==> src/rtl/barker_symbol_sequencer_pkg.sv <==
`default_nettype none
// ============================================================================
// Module      : barker_symbol_sequencer_pkg
// Description : Shared definitions for the Barker symbol sequencer and the
//               despreader: state encodings, counter widths and the symbol
//               length helper.
// Revision    : 1.0 - initial release
// ============================================================================
package barker_symbol_sequencer_pkg;

    // Sequencer state encodings (also exported on the state port)
    localparam int         c_state_w = 2;
    localparam logic [1:0] ST_IDLE   = 2'd0;
    localparam logic [1:0] ST_SEARCH = 2'd1;
    localparam logic [1:0] ST_TRACK  = 2'd2;

    // Counter widths
    localparam int c_samp_w = 5;   // sample-in-symbol counter, SYM_LEN <= 32
    localparam int c_chip_w = 4;   // chip index
    localparam int c_miss_w = 4;   // consecutive missed-peak counter

    // Samples per Barker symbol
    function automatic int sym_len(input int chips, input int samps_per_chip);
        return chips * samps_per_chip;
    endfunction

endpackage
`default_nettype wire

==> src/rtl/barker_symbol_sequencer_sym_phase_counter.sv <==
`default_nettype none
// ============================================================================
// Module      : sym_phase_counter
// Description : Sample-in-symbol counter with a chip sub-counter, so the chip
//               index is produced without a divider. Supports a synchronous
//               load-to-zero and a one-strobe hold.
// Revision    : 1.0 - initial release
// ============================================================================
module sym_phase_counter
    import barker_symbol_sequencer_pkg::*;
#(
    parameter int CHIPS_PER_SYM  = 11,
    parameter int SAMPS_PER_CHIP = 2
) (
    input  logic                clk,
    input  logic                reset,
    input  logic                i_clear,    // load zero, dominates everything
    input  logic                i_advance,  // sample strobe
    input  logic                i_hold,     // swallow this strobe
    output logic [c_samp_w-1:0] o_samp_cnt,
    output logic [c_chip_w-1:0] o_chip_idx,
    output logic                o_chip_last
);

    localparam int                  c_sym_len   = sym_len(CHIPS_PER_SYM, SAMPS_PER_CHIP);
    localparam logic [c_samp_w-1:0] c_samp_last = c_samp_w'(c_sym_len - 1);
    localparam logic [c_samp_w-1:0] c_sub_last  = c_samp_w'(SAMPS_PER_CHIP - 1);

    logic [c_samp_w-1:0] r_samp_cnt;
    logic [c_samp_w-1:0] r_sub_cnt;
    logic [c_chip_w-1:0] r_chip_idx;

    // Advance sample/chip position on each accepted strobe, wrapping per symbol
    always_ff @(posedge clk) begin
        if (reset || i_clear) begin
            r_samp_cnt <= '0;
            r_sub_cnt  <= '0;
            r_chip_idx <= '0;
        end else if (i_advance && !i_hold) begin
            if (r_samp_cnt == c_samp_last) begin
                r_samp_cnt <= '0;
                r_sub_cnt  <= '0;
                r_chip_idx <= '0;
            end else begin
                r_samp_cnt <= r_samp_cnt + 1'b1;
                if (r_sub_cnt == c_sub_last) begin
                    r_sub_cnt  <= '0;
                    r_chip_idx <= r_chip_idx + 1'b1;
                end else begin
                    r_sub_cnt  <= r_sub_cnt + 1'b1;
                end
            end
        end
    end

    assign o_samp_cnt  = r_samp_cnt;
    assign o_chip_idx  = r_chip_idx;
    assign o_chip_last = (r_sub_cnt == c_sub_last);

endmodule
`default_nettype wire

==> src/rtl/barker_symbol_sequencer.sv <==
`default_nettype none
// ============================================================================
// Module      : barker_symbol_sequencer
// Description : Symbol/chip timing controller for the 802.11b despreader.
//               Acquires symbol phase from the correlator peak, tracks it with
//               +/-1-sample early/late correction, and flags lock loss and
//               sample strobe overrun.
// Revision    : 1.0 - initial release
// ============================================================================
module barker_symbol_sequencer
    import barker_symbol_sequencer_pkg::*;
#(
    parameter int CHIPS_PER_SYM  = 11,
    parameter int SAMPS_PER_CHIP = 2,
    parameter int MISS_MAX       = 4
) (
    input  logic       clk,
    input  logic       reset,
    input  logic       enable,
    input  logic       strobe_in,
    input  logic       peak_in,
    input  logic       clr_ovr,
    output logic       chip_strobe,
    output logic       sym_strobe,
    output logic [3:0] chip_idx,
    output logic       locked,
    output logic       overrun,
    output logic [1:0] state
);

    localparam int                  c_sym_len   = sym_len(CHIPS_PER_SYM, SAMPS_PER_CHIP);
    localparam logic [c_samp_w-1:0] c_samp_last = c_samp_w'(c_sym_len - 1);
    localparam logic [c_samp_w-1:0] c_samp_early = c_samp_w'(c_sym_len - 2);
    localparam logic [c_miss_w-1:0] c_miss_max  = c_miss_w'(MISS_MAX);

    if (c_sym_len > 32 || SAMPS_PER_CHIP < 2 || MISS_MAX < 1 || MISS_MAX > 15) begin : g_param_check
        $error("barker_symbol_sequencer: unsupported parameter combination");
    end

    logic [c_state_w-1:0] r_state;
    logic [c_miss_w-1:0]  r_miss_cnt;
    logic                 r_win_hit;
    logic                 r_strobe_d;
    logic                 r_overrun;
    logic                 r_chip_strobe;
    logic                 r_sym_strobe;
    logic                 r_locked;

    logic [c_state_w-1:0] w_state_nxt;
    logic [c_miss_w-1:0]  w_miss_nxt;
    logic [c_miss_w-1:0]  w_miss_inc;
    logic                 w_win_hit_nxt;
    logic                 w_sym_pulse;
    logic                 w_chip_pulse;
    logic                 w_cnt_clear;
    logic                 w_cnt_hold;
    logic [c_samp_w-1:0]  w_samp_cnt;
    logic [c_chip_w-1:0]  w_chip_idx;
    logic                 w_chip_last;
    logic                 w_peak;
    logic                 w_in_win;
    logic                 w_first;
    logic                 w_early;
    logic                 w_late;
    logic                 w_close;
    logic                 w_wrap;

    sym_phase_counter #(
        .CHIPS_PER_SYM  (CHIPS_PER_SYM),
        .SAMPS_PER_CHIP (SAMPS_PER_CHIP)
    ) u_phase (
        .clk         (clk),
        .reset       (reset),
        .i_clear     (w_cnt_clear),
        .i_advance   (strobe_in),
        .i_hold      (w_cnt_hold),
        .o_samp_cnt  (w_samp_cnt),
        .o_chip_idx  (w_chip_idx),
        .o_chip_last (w_chip_last)
    );

    // Peak window spans the last two samples of a symbol and the first of the next
    assign w_peak     = strobe_in && peak_in;
    assign w_in_win   = (w_samp_cnt == c_samp_early) || (w_samp_cnt == c_samp_last) ||
                        (w_samp_cnt == '0);
    assign w_first    = w_peak && w_in_win && !r_win_hit;
    assign w_early    = w_first && (w_samp_cnt == c_samp_early);
    assign w_late     = w_first && (w_samp_cnt == '0);
    // A late peak holds the count at zero; the following strobe closes the window
    assign w_close    = strobe_in && (w_samp_cnt == '0) && !w_late;
    assign w_wrap     = strobe_in && (w_samp_cnt == c_samp_last);
    assign w_miss_inc = r_miss_cnt + 1'b1;

    // Next-state, window bookkeeping and pulse decode
    always_comb begin
        w_state_nxt   = r_state;
        w_miss_nxt    = r_miss_cnt;
        w_win_hit_nxt = r_win_hit;
        w_sym_pulse   = 1'b0;
        w_chip_pulse  = 1'b0;
        w_cnt_clear   = 1'b1;
        w_cnt_hold    = 1'b0;
        if (!enable) begin
            w_state_nxt   = ST_IDLE;
            w_miss_nxt    = '0;
            w_win_hit_nxt = 1'b0;
        end else begin
            case (r_state)
                ST_IDLE: begin
                    w_state_nxt = ST_SEARCH;
                end
                ST_SEARCH: begin
                    if (w_peak) begin
                        // The acquiring peak counts as the hit for its own window
                        w_state_nxt   = ST_TRACK;
                        w_sym_pulse   = 1'b1;
                        w_miss_nxt    = '0;
                        w_win_hit_nxt = 1'b1;
                    end
                end
                ST_TRACK: begin
                    w_cnt_clear  = w_early;
                    w_cnt_hold   = w_late;
                    w_chip_pulse = strobe_in && w_chip_last;
                    w_sym_pulse  = w_early || w_wrap;
                    if (w_first) begin
                        w_win_hit_nxt = 1'b1;
                    end
                    if (w_close) begin
                        w_win_hit_nxt = 1'b0;
                        if (r_win_hit) begin
                            w_miss_nxt = '0;
                        end else if (w_miss_inc >= c_miss_max) begin
                            w_state_nxt = ST_SEARCH;
                            w_miss_nxt  = '0;
                            w_cnt_clear = 1'b1;
                        end else begin
                            w_miss_nxt = w_miss_inc;
                        end
                    end
                end
                default: begin
                    w_state_nxt = ST_IDLE;
                end
            endcase
        end
    end

    // State register and registered outputs
    always_ff @(posedge clk) begin
        if (reset) begin
            r_state       <= ST_IDLE;
            r_miss_cnt    <= '0;
            r_win_hit     <= 1'b0;
            r_chip_strobe <= 1'b0;
            r_sym_strobe  <= 1'b0;
            r_locked      <= 1'b0;
        end else begin
            r_state       <= w_state_nxt;
            r_miss_cnt    <= w_miss_nxt;
            r_win_hit     <= w_win_hit_nxt;
            r_chip_strobe <= w_chip_pulse;
            r_sym_strobe  <= w_sym_pulse;
            r_locked      <= (w_state_nxt == ST_TRACK);
        end
    end

    // Sticky overrun: back-to-back strobes; setting wins over clearing
    always_ff @(posedge clk) begin
        if (reset) begin
            r_strobe_d <= 1'b0;
            r_overrun  <= 1'b0;
        end else begin
            r_strobe_d <= strobe_in;
            if (strobe_in && r_strobe_d) begin
                r_overrun <= 1'b1;
            end else if (clr_ovr) begin
                r_overrun <= 1'b0;
            end
        end
    end

    assign chip_strobe = r_chip_strobe;
    assign sym_strobe  = r_sym_strobe;
    assign chip_idx    = w_chip_idx;
    assign locked      = r_locked;
    assign overrun     = r_overrun;
    assign state       = r_state;

endmodule
`default_nettype wire

==> config.mk <==
export PLATFORM = sky130hd
export DESIGN_NAME = barker_symbol_sequencer
export DESIGN_NICKNAME = d
export VERILOG_FILES = /design/src/rtl/barker_symbol_sequencer_pkg.sv /design/src/rtl/barker_symbol_sequencer_sym_phase_counter.sv /design/src/rtl/barker_symbol_sequencer.sv
export SDC_FILE = /design/constraint.sdc
export NUM_CORES = 1
export LEC_CHECK = 0
export ABC_AREA = 1
export BUFFER_PORTS_ARGS = -buffer_cell sky130_fd_sc_hd__buf_2
export CAP_MARGIN = 20
export CORE_AREA = 2 2 59 61
export CTS_CLUSTER_DIAMETER = 200
export DETAILED_ROUTE_END_ITERATION = 8
export DIE_AREA = 0 0 61 63
export GPL_TIMING_DRIVEN = 0
export HOLD_SLACK_MARGIN = 0.15
export PLACE_DENSITY = 0.67
export SLEW_MARGIN = 10
export SYNTH_ARGS = -nofsm -noshare
export SYNTH_HDL_FRONTEND = slang
export SYNTH_SLANG_ARGS = --single-unit
export TNS_END_PERCENT = 20
==> constraint.sdc <==
create_clock -name clk -period 1.8 [get_ports clk]
set_input_delay 0.27 -clock clk [delete_from_list [all_inputs] [get_ports clk]]
set_output_delay 0.27 -clock clk [all_outputs]
set_load 0.01 [all_outputs]
* Word-level counts from Yosys, hierarchy flattened *
Index checks and enable logic that the tools add are counted.

storage, ports and cells
  register bits = 26
  input bits = 6
  output and inout port bits = 10
  word-level logic and storage cells = 86

operators by class
  add/subtract/negate cells = 4
  magnitude comparators = 1
  equality and inequality tests = 9
  mux-type cells = 31
  bitwise operators = 2
  reduce and logical (&&, ||, !) cells = 28

operator list
  cell                   number
  $mux W4                6
  $mux W5                3
  $mux W1                13
  $logic_and A1 B1 Y1    11
  $add A5 B1 Y5 const B  2
  $eq A5 B5 Y1 const B   2
  $mux W2                5
  $add A4 B1 Y4 const B  2
  $pmux W4 S2            1
  $pmux W2 S3            1
  $reduce_and A3 Y1      2
  $reduce_bool A2 Y1     3
  $eq A5 B1 Y1 const B   1
  $logic_not A5 Y1       1
  $eq A2 B2 Y1 const B   2
  $ge A4 B3 Y1 const B   1
  $logic_or A1 B1 Y1     4
  $ne A2 B2 Y1 const B   2
  $pmux W1 S2            2
  $logic_not A1 Y1       3
  $ne A3 B3 Y1 const B   1
  $reduce_or A3 Y1       1
  $eq A2 B1 Y1 const B   1
  $logic_not A2 Y1       1
  3 further kinds        4

* Longest topological paths before layout *
Gate-level depths: netlist (run 1).

  depth after elaboration = 12
  gate-level depth with buffers = 11
  depth with buffers taken out = 11

* Cells and area by module *
A second synthesis (run 1) with hierarchy kept.

unflattened totals
  cells, all modules = 215
  area total of the unflattened synthesis = 1,587.8 um^2

by module, submodules not included
  module                   times used  cells an instance  area each (um^2)  seq. area each (um^2)
  sym_phase_counter        1           108                854.6             280.3
  barker_symbol_sequencer  1           107                733.2             240.2

* Least setup slack after synthesis (run 1) *
Ideal clock, no wire load.

  path kind = reg-to-reg
  from = register r_state[0], in the netlist state[0]
  to = register u_phase.r_chip_idx[1], in the netlist u_phase.o_chip_idx[1]
  setup time = 0.070 ns
  arrival time = 1.429 ns
  required time = 1.730 ns
  path slack = 0.301 ns
  cell stages (with the launch flop) = 11
  buffers on the path = 2
  clock period less this slack = 1.499 ns
  cells stage by stage = dfxtp_1 > inv_1 > ha_1 > buf_4 > nand2_1 > nor2_1 > inv_1 > a21oi_1 > nand2_1 > buf_6 > a21oi_1

on the way
  longest elaborated chain between the ends = 6
  elaborated cells on any way between the ends = 9
  those cells by class = eq/ne (1); mux (4); reduce/logical (4)

ends and longest elaborated chain
  element                             RTL line                                         text
  from (decl)                         barker_symbol_sequencer.sv:40                    logic [c_state_w-1:0] r_state;
  from (signal assigned)              barker_symbol_sequencer.sv:159                   r_state <= w_state_nxt;
  $eq A2 B2 Y1 (*)                    barker_symbol_sequencer.sv:108                   case (r_state)
  $mux W1                             barker_symbol_sequencer.sv:108
  $mux W1                             barker_symbol_sequencer.sv:103                   if (!enable) begin
  $logic_not A1 Y1                    barker_symbol_sequencer_sym_phase_counter.sv:39  end else if (i_advance && !i_hold) begin
  $logic_and A1 B1 Y1                 barker_symbol_sequencer_sym_phase_counter.sv:39
  $reduce_and A2 Y1 (no source line)  n/a
  to (signal assigned)                barker_symbol_sequencer_sym_phase_counter.sv:48  r_chip_idx <= r_chip_idx + 1'b1;
  to (decl)                           barker_symbol_sequencer_sym_phase_counter.sv:31  logic [c_chip_w-1:0] r_chip_idx;

Every way passes the cells marked *; elsewhere a longest branch is shown, timed or not.
A chain may end at the register's enable or synchronous reset.

* Final worst setup path (run 1) *
  from = register r_state[0], in the netlist state[0]
  to = register r_miss_cnt[1]

on the way
  longest elaborated chain between the ends = 3
  elaborated cells on any way between the ends = 7
  those cells by class = eq/ne (4); mux (1); reduce/logical (2)

ends and longest elaborated chain
  element                                                              RTL line                        text
  $eq A2 B2 Y1 or $eq A2 B1 Y1 (tied branches)                         barker_symbol_sequencer.sv:108
  $ne A2 B2 Y1 (no source line) or $reduce_bool A2 Y1 (tied branches)  n/a
  $reduce_and A3 Y1 (no source line)                                   n/a
  to (signal assigned)                                                 barker_symbol_sequencer.sv:160  r_miss_cnt <= w_miss_nxt;
  to (decl)                                                            barker_symbol_sequencer.sv:41   logic [c_miss_w-1:0] r_miss_cnt;

Parallel ways exist; a longest one is shown, timed or not.

==> reports/qor.yml, run 1 <==
skew_ps: 9.647
clock-sinks: 26
numPortBuffers: 14
total_power_mw: 1.066
syn_to_final_growth_pct: 14.17
chipWidth_um: 61
drive_gt1_share_pct: 16.88
endpoint_kind: "flop"
synth_ff_type: "dfxtp_1"
setup_tns_ps: 0
post-route-util_pct: 54.28
clkTransAtPathRegs_ps: 150
post-route-period-util_pct: 90.93
start_util_pct: 47.54
placed_area_um2: 1664
rows: 21
grt_first_pass_wirelength_mm: 5.209
reg2reg_depth: 9
antenna_left: 0
place_inst: 270
hold_depth: 3
cts_tree: "yes"
drcViolationCount: 0
die_y_um: 63
crit_type: "flop to flop"
fin_cells: 277
crit_fanout: 9
io_pins: 16
cts_setup_buffers: 0
ys_seq_elements: 26
synth_edf_count: 0
grt_overflow_total: 0
wire_per_inst_um: 10.86
synth_nets: 227
syn_area_um2: 1536
startpoint_type: "flop"
ys_warn_count: 0
leakagePower_nw: 0.7699
die_area_um2: 3843
max_slew_margin_pct: 81.66
first_pass_iters: 5
cts_max_path_buffers: 2
dr_total_vias: 1350
fmax_mhz: 611.0
core_um2: 3232
syn_avg_cell_area_um2: 7.317
synth_seq_area_share_pct: 33.88
finalSetupViolations: 0
via_per_inst: 4.874
finalWeightedCongestion: 0.7875
fin_crit_ps: 1637
finalInstanceArea_um2: 1754
dpl.hpwl_mm: 2.175
yosysUniqueCellTypes: 28
synthCells: 210
final_hold_viol_count: 0
clk_latency_ps: 330
antennaDiodeCount: 0
worstMarginPinSlew_ps: 274.3
finalNetCount: 249
hold_path_class: "primary input to flop"
grt_pass1_vias: 1232
slew_viol_final: 0
drt_iter0_drc: 47
grt_usage_pct: 17.38
worstPathArrival_ps: 1860
maxCapViolCount: 0
p_per_area_nw_per_um2: 607.9
vdd_drop_max_v: 0.0002770
rsz0062_at_grt: "no"
cts_buffers: 3
antenna_found_initial: 0
wl_mm: 3.008
grt_max_degree: 16
status: "complete, no violations"
crit_required_ps: 2020
async_reset_ff_share_pct: 0
clock-root-buffer: "clkbuf_4"
htreeDepth: 1
[routing by layer]
layer | part of all wire (%) | GRT usage [%] | wire length (um) | vias up
li1 | - | - | - | 717
met1 | 51 | 23.22 | 1526 | 613
met2 | 46 | 27.69 | 1386 | 18
met3 | 2.4 | 3.106 | 72 | 2
met4 | 0.73 | 5.707 | 22 | 0
met5 | 0 | 0 | 0 | -
[sequential cells by signal (all words and copies together), names as in the netlist]
register and flops:
chip_strobe 1, locked 1, overrun 1, r_miss_cnt 4
r_strobe_d 1, r_win_hit 1, state 2, sym_strobe 1
u_phase.o_chip_idx 4, u_phase.o_samp_cnt 5, u_phase.r_sub_cnt 5
[stage by stage]
step                      hold slack (ps)  worst slack (ps)
after floorplan                     354.1             300.9
final                               224.0             163.3
after global placement              420.5             180.2
after detailed placement            435.4             180.0
after global routing                221.1             17.34
after CTS                           201.8             155.4
[Yosys cell counts, types with 2 or more instances]
cell / n / area share, %
xnor2_1: 2 / 1.1
nor2_4: 2 / 1.5
dfxtp_1: 26 / 34
nor2_2: 2 / 0.81
nand2_2: 4 / 1.6
nor2_1: 27 / 6.6
nand4_1: 4 / 1.6
buf_6: 3 / 2.2
nand3_1: 20 / 6.5
nor3_1: 2 / 0.65
nand2_1: 43 / 11
ha_1: 11 / 9.0
a21oi_2: 2 / 1.1
a21oi_1: 16 / 5.2
o21ai_0: 3 / 0.98
inv_1: 24 / 5.9
xor2_1: 6 / 3.4
nand3b_1: 3 / 1.5
[final timing paths]
kind / slack, ps / start / to
max: 160 / state[0]$_SDFF_PP0_ / r_miss_cnt[1]$_SDFFE_PP0P_
min: 220 / strobe_in / u_phase.r_sub_cnt[2]$_SDFFE_PP0P_
max reg2reg: 160 / state[0]$_SDFF_PP0_ / r_miss_cnt[1]$_SDFFE_PP0P_
min reg2reg: 470 / r_miss_cnt[3]$_SDFFE_PP0P_ / r_miss_cnt[3]$_SDFFE_PP0P_
[placed cells by master, fill, tap and decap left out, drive strengths merged, types with 4 or more instances in the layout]
master  count
o21ai       4
nor2       31
buf        18
ha         11
nand4       6
a21oi      18
xor2        6
nand2      47
nand3      21
inv        25
dfxtp      26
[final cells by class]
type	instances	area, um2
fillers	345	1478
multi-input cells	155	888.4
flip-flops and latches	26	520.5
repair buffers	17	100.1
inverters	25	93.84
well taps	46	57.56
plain buffers	4	41.29
clock inverters	1	30.03
clock buffers	3	22.52
[report_power, final]
group	switching, mW	total (mW)	internal [mW]
Combinational	0.0481	0.0769	0.0288
Clock	0.179	0.404	0.225
Sequential	0.00433	0.585	0.581
[timing repair]
item	in CTS	in global routing
hold endpoints to repair	2	0
resized for setup	0	2
hold buffers	3	0
setup endpoints to repair	0	12
[critical path, stage by stage, from the launching register on]
cell     delay [ps]
dfxtp_1         420
inv_1           100
ha_1            190
buf_4           170
nor2_1          200
a21oi_2          80
nand2_1         170
inv_1           100
nand2_1          70
a21oi_1          50
[logic make-up after synthesis]
kind of cell | count (synthesis) | share of synthesized area, %
XOR/XNOR | 8 | 4.560
adder cells (fa/ha/maj) | 11 | 8.958
flip-flops | 26 | 33.88
buffers and inverters | 29 | 8.795
AO/OA/AOI/OAI | 26 | 9.691
AND/OR/NAND/NOR | 110 | 34.12
No activity file was read; power rests on OpenSTA's default activity.
==> run 2: changes to the inputs <==
--- a/config.mk
+++ b/config.mk
@@ -5,16 +5,15 @@
 export SDC_FILE = /design/constraint.sdc
 export NUM_CORES = 1
 export LEC_CHECK = 0
-export ABC_AREA = 1
 export BUFFER_PORTS_ARGS = -buffer_cell sky130_fd_sc_hd__buf_2
 export CAP_MARGIN = 20
-export CORE_AREA = 2 2 59 61
+export CORE_AREA = 2 2 56 58
 export CTS_CLUSTER_DIAMETER = 200
 export DETAILED_ROUTE_END_ITERATION = 8
-export DIE_AREA = 0 0 61 63
+export DIE_AREA = 0 0 58 60
 export GPL_TIMING_DRIVEN = 0
 export HOLD_SLACK_MARGIN = 0.15
-export PLACE_DENSITY = 0.67
+export PLACE_DENSITY = 0.68
 export SLEW_MARGIN = 10
 export SYNTH_ARGS = -nofsm -noshare
 export SYNTH_HDL_FRONTEND = slang
==> reports/qor.yml, run 2 <==
cts_max_path_buffers: 2  # unchanged
drive_gt1_share_pct: 24.60  # +7.7 points
grt_first_pass_wirelength_mm: 5.057  # -2.9%
synth_most_common_cell: "dfxtp_1"
syn_to_final_growth_pct: 22.62
crit_required_ps: 2060  # +40 ps
vdd_drop_max_v: 0.0005005  # +81%
fin_cells: 220  # -21%
final_hold_viol_count: 0  # unchanged
slew_viol_final: 0  # unchanged
max_slew_margin_pct: 76.75  # -4.9 points
die_area_um2: 3480  # -9.4%
clock-root-buffer: "clkbuf_4"
synthCells: 161  # -23%
setup_tns_ps: 0  # unchanged
grt_overflow_total: 0  # unchanged
n_fill_cell: 274  # -21%
fmax_mhz: 570.6  # -6.6%
wire_per_inst_um: 13.54  # +25%
clock-sinks: 26  # unchanged
wl_mm: 2.978  # -1.0%
antennaDiodeCount: 0  # unchanged
syn_area_um2: 1378  # -10%
htreeDepth: 1  # unchanged
die_y_um: 60  # -4.8%
rsz0062_at_grt: "yes"
numPortBuffers: 14  # unchanged
cts_buffers: 3  # unchanged
grt_max_degree: 14  # -2
syn_avg_cell_area_um2: 8.556  # +17%
ys_seq_elements: 26  # unchanged
skew_ps: 5.249  # -4.398 ps
crit_type: "flop to flop"
rows: 20  # -4.8%
synth_top_area_share_pct: 37.78  # +3.9 points
synth_commonest_cells: "26 x dfxtp_1, 18 x nor2_1, 15 x nand2_1"
chipWidth_um: 58  # -4.9%
yosys-top-cells-area: "dfxtp_1 38%, ha_1 10%, nor2_1 4.9%"
antenna_left: 0  # unchanged
core_um2: 2903  # -10%
via_per_inst: 5.723  # +17%
finalWeightedCongestion: 0.8919  # +13%
start_util_pct: 47.46  # -0.085 points
first_pass_iters: 4  # -1
maxCapViolCount: 0  # unchanged
synth_edf_count: 0  # unchanged
hold_slack_ps: 193.3  # -30.68 ps
clkTransAtPathRegs_ps: 140  # about the same
cts_tree: "yes"
drt_iter0_drc: 50  # +6.4%
p_per_area_nw_per_um2: 535.9  # -12%
setup_ws_ps: 47.34  # -116.0 ps
drcViolationCount: 0  # unchanged
status: "complete, no violations"
worstPathArrival_ps: 2020  # +160 ps
total_power_mw: 0.9052  # -15%
grt_usage_pct: 18.82  # +1.4 points
leakagePower_nw: 0.6769  # -12%
io_pins: 16  # unchanged
multi_input_area_um2: 885.9  # -0.28%
place_inst: 208  # -23%
synth_ff_type: "dfxtp_1"
finalSetupViolations: 0  # unchanged
worstMarginPinSlew_ps: 345.0  # +70.70 ps
pre_cts_ws_ps: -241.3  # -421.3 ps
clk_latency_ps: 320  # about the same
final_cell_mix: "22 x dfxtp_1, 18 x nor2_1, 15 x buf_2, 15 x nand2_1, 10 x inv_1"
antenna_found_initial: 0  # unchanged
startpoint_type: "flop"
post-route-period-util_pct: 97.37  # +6.4 points
finalNetCount: 206  # -17%
layout_commonest_cell: "dfxtp_1"
dr_total_vias: 1259  # -6.7%
synth_seq_area_share_pct: 37.78  # +3.9 points
grt_pass1_vias: 1149  # -6.7%
crit_fanout: 7  # -2
register_area_um2: 533.0  # +2.4%
endpoint_kind: "flop"
fin_crit_ps: 1753  # +116.0 ps
yosysUniqueCellTypes: 40  # +43%
yosysTopAreaCell: "dfxtp_1"
async_reset_ff_share_pct: 0  # unchanged
dpl.hpwl_mm: 2.098  # -3.5%
hold_path_class: "primary input to flop"
ys_warn_count: 0  # unchanged
synth_nets: 178  # -22%
==> run 2: cell count changes after synthesis, moves of 5 or more <==
cell     previous run  this run
nor2_1             27        18
nand3_1            20         5
o21ai_0             3         8
nand2_1            43        15
inv_1              24        11
a21oi_1            16        11
==> run 2: final timing paths <==
check | to | start | slack [ps] | cells past startpoint
worst max-delay path | u_phase.o_chip_idx[0]$_SDFFE_PP0P_ | u_phase.o_samp_cnt[1]$_SDFFE_PP0P_ | 50 | 7
worst max register to register | u_phase.o_chip_idx[0]$_SDFFE_PP0P_ | u_phase.o_samp_cnt[1]$_SDFFE_PP0P_ | 50 | 7
worst min register to register | overrun$_SDFFE_PP0P_ | r_strobe_d$_SDFF_PP0_ | 460 | 2
worst min-delay path | overrun$_SDFFE_PP0P_ | clr_ovr | 190 | 3
==> run 2: metrics by stage <==
step | util [%] | instance area [um2]
4_1_cts | 54.66 | 1587
5_1_grt | 58.19 | 1689
3_5_place_dp | 51.38 | 1491
6_report | 58.19 | 1689
2_1_floorplan | - | 1380
3_3_place_gp | 51.38 | 1491
==> run 2: layout make-up <==
type	count	area share [%]
clock buffer	3	1.333
timing repair buffer	24	9.482
sequential	26	31.56
inverter	11	2.444
buffer	1	0.2963
multi-input combinational	122	52.44
tap	33	2.444
==> run 2: power breakdown <==
| part | switching (mW) | leakage (nW) | internal (mW) |
|---|---|---|---|
| logic | 0.0431 | 0.450 | 0.0333 |
| clock network | 0.171 | 0.0138 | 0.0785 |
| registers | 0.00341 | 0.213 | 0.576 |
| total | 0.217 | 0.677 | 0.688 |
==> run 2: critical path: stages, from the launching register on <==
cell,delay (ps)
dfxtp_2,370
inv_2,60
ha_4,170
nor3b_4,160
and3_4,180
a22o_4,280
or3_4,370
a21oi_2,120
==> run 2: per-layer routing <==
metal	wire, um	global-route usage [%]
met5	0	0
met4	52	8.970
met3	69	2.165
met2	1496	31.33
met1	1360	24.30
==> run 2: logic make-up (layout without fill, tap and decap cells) <==
group / Yosys count / count (layout) / synth area share (%)
adders and majority gates: 11 / 11 / 9.991
buffers and inverters: 13 / 39 / 3.632
muxes: 1 / 1 / 0.7266
AOI/OAI and AO/OA: 34 / 34 / 16.71
xor gates and xnor gates: 8 / 8 / 5.086
and+or+nand+nor: 68 / 68 / 26.07
DFF: 26 / 26 / 37.78
==> run 2: what timing repair did <==
item	CTS	global route
endpoints found under the hold margin	2	0
gates resized for setup	8	11
buffers inserted	4	5
pin swaps	2	7
hold buffers	1	0
endpoints found under the setup margin	19	17
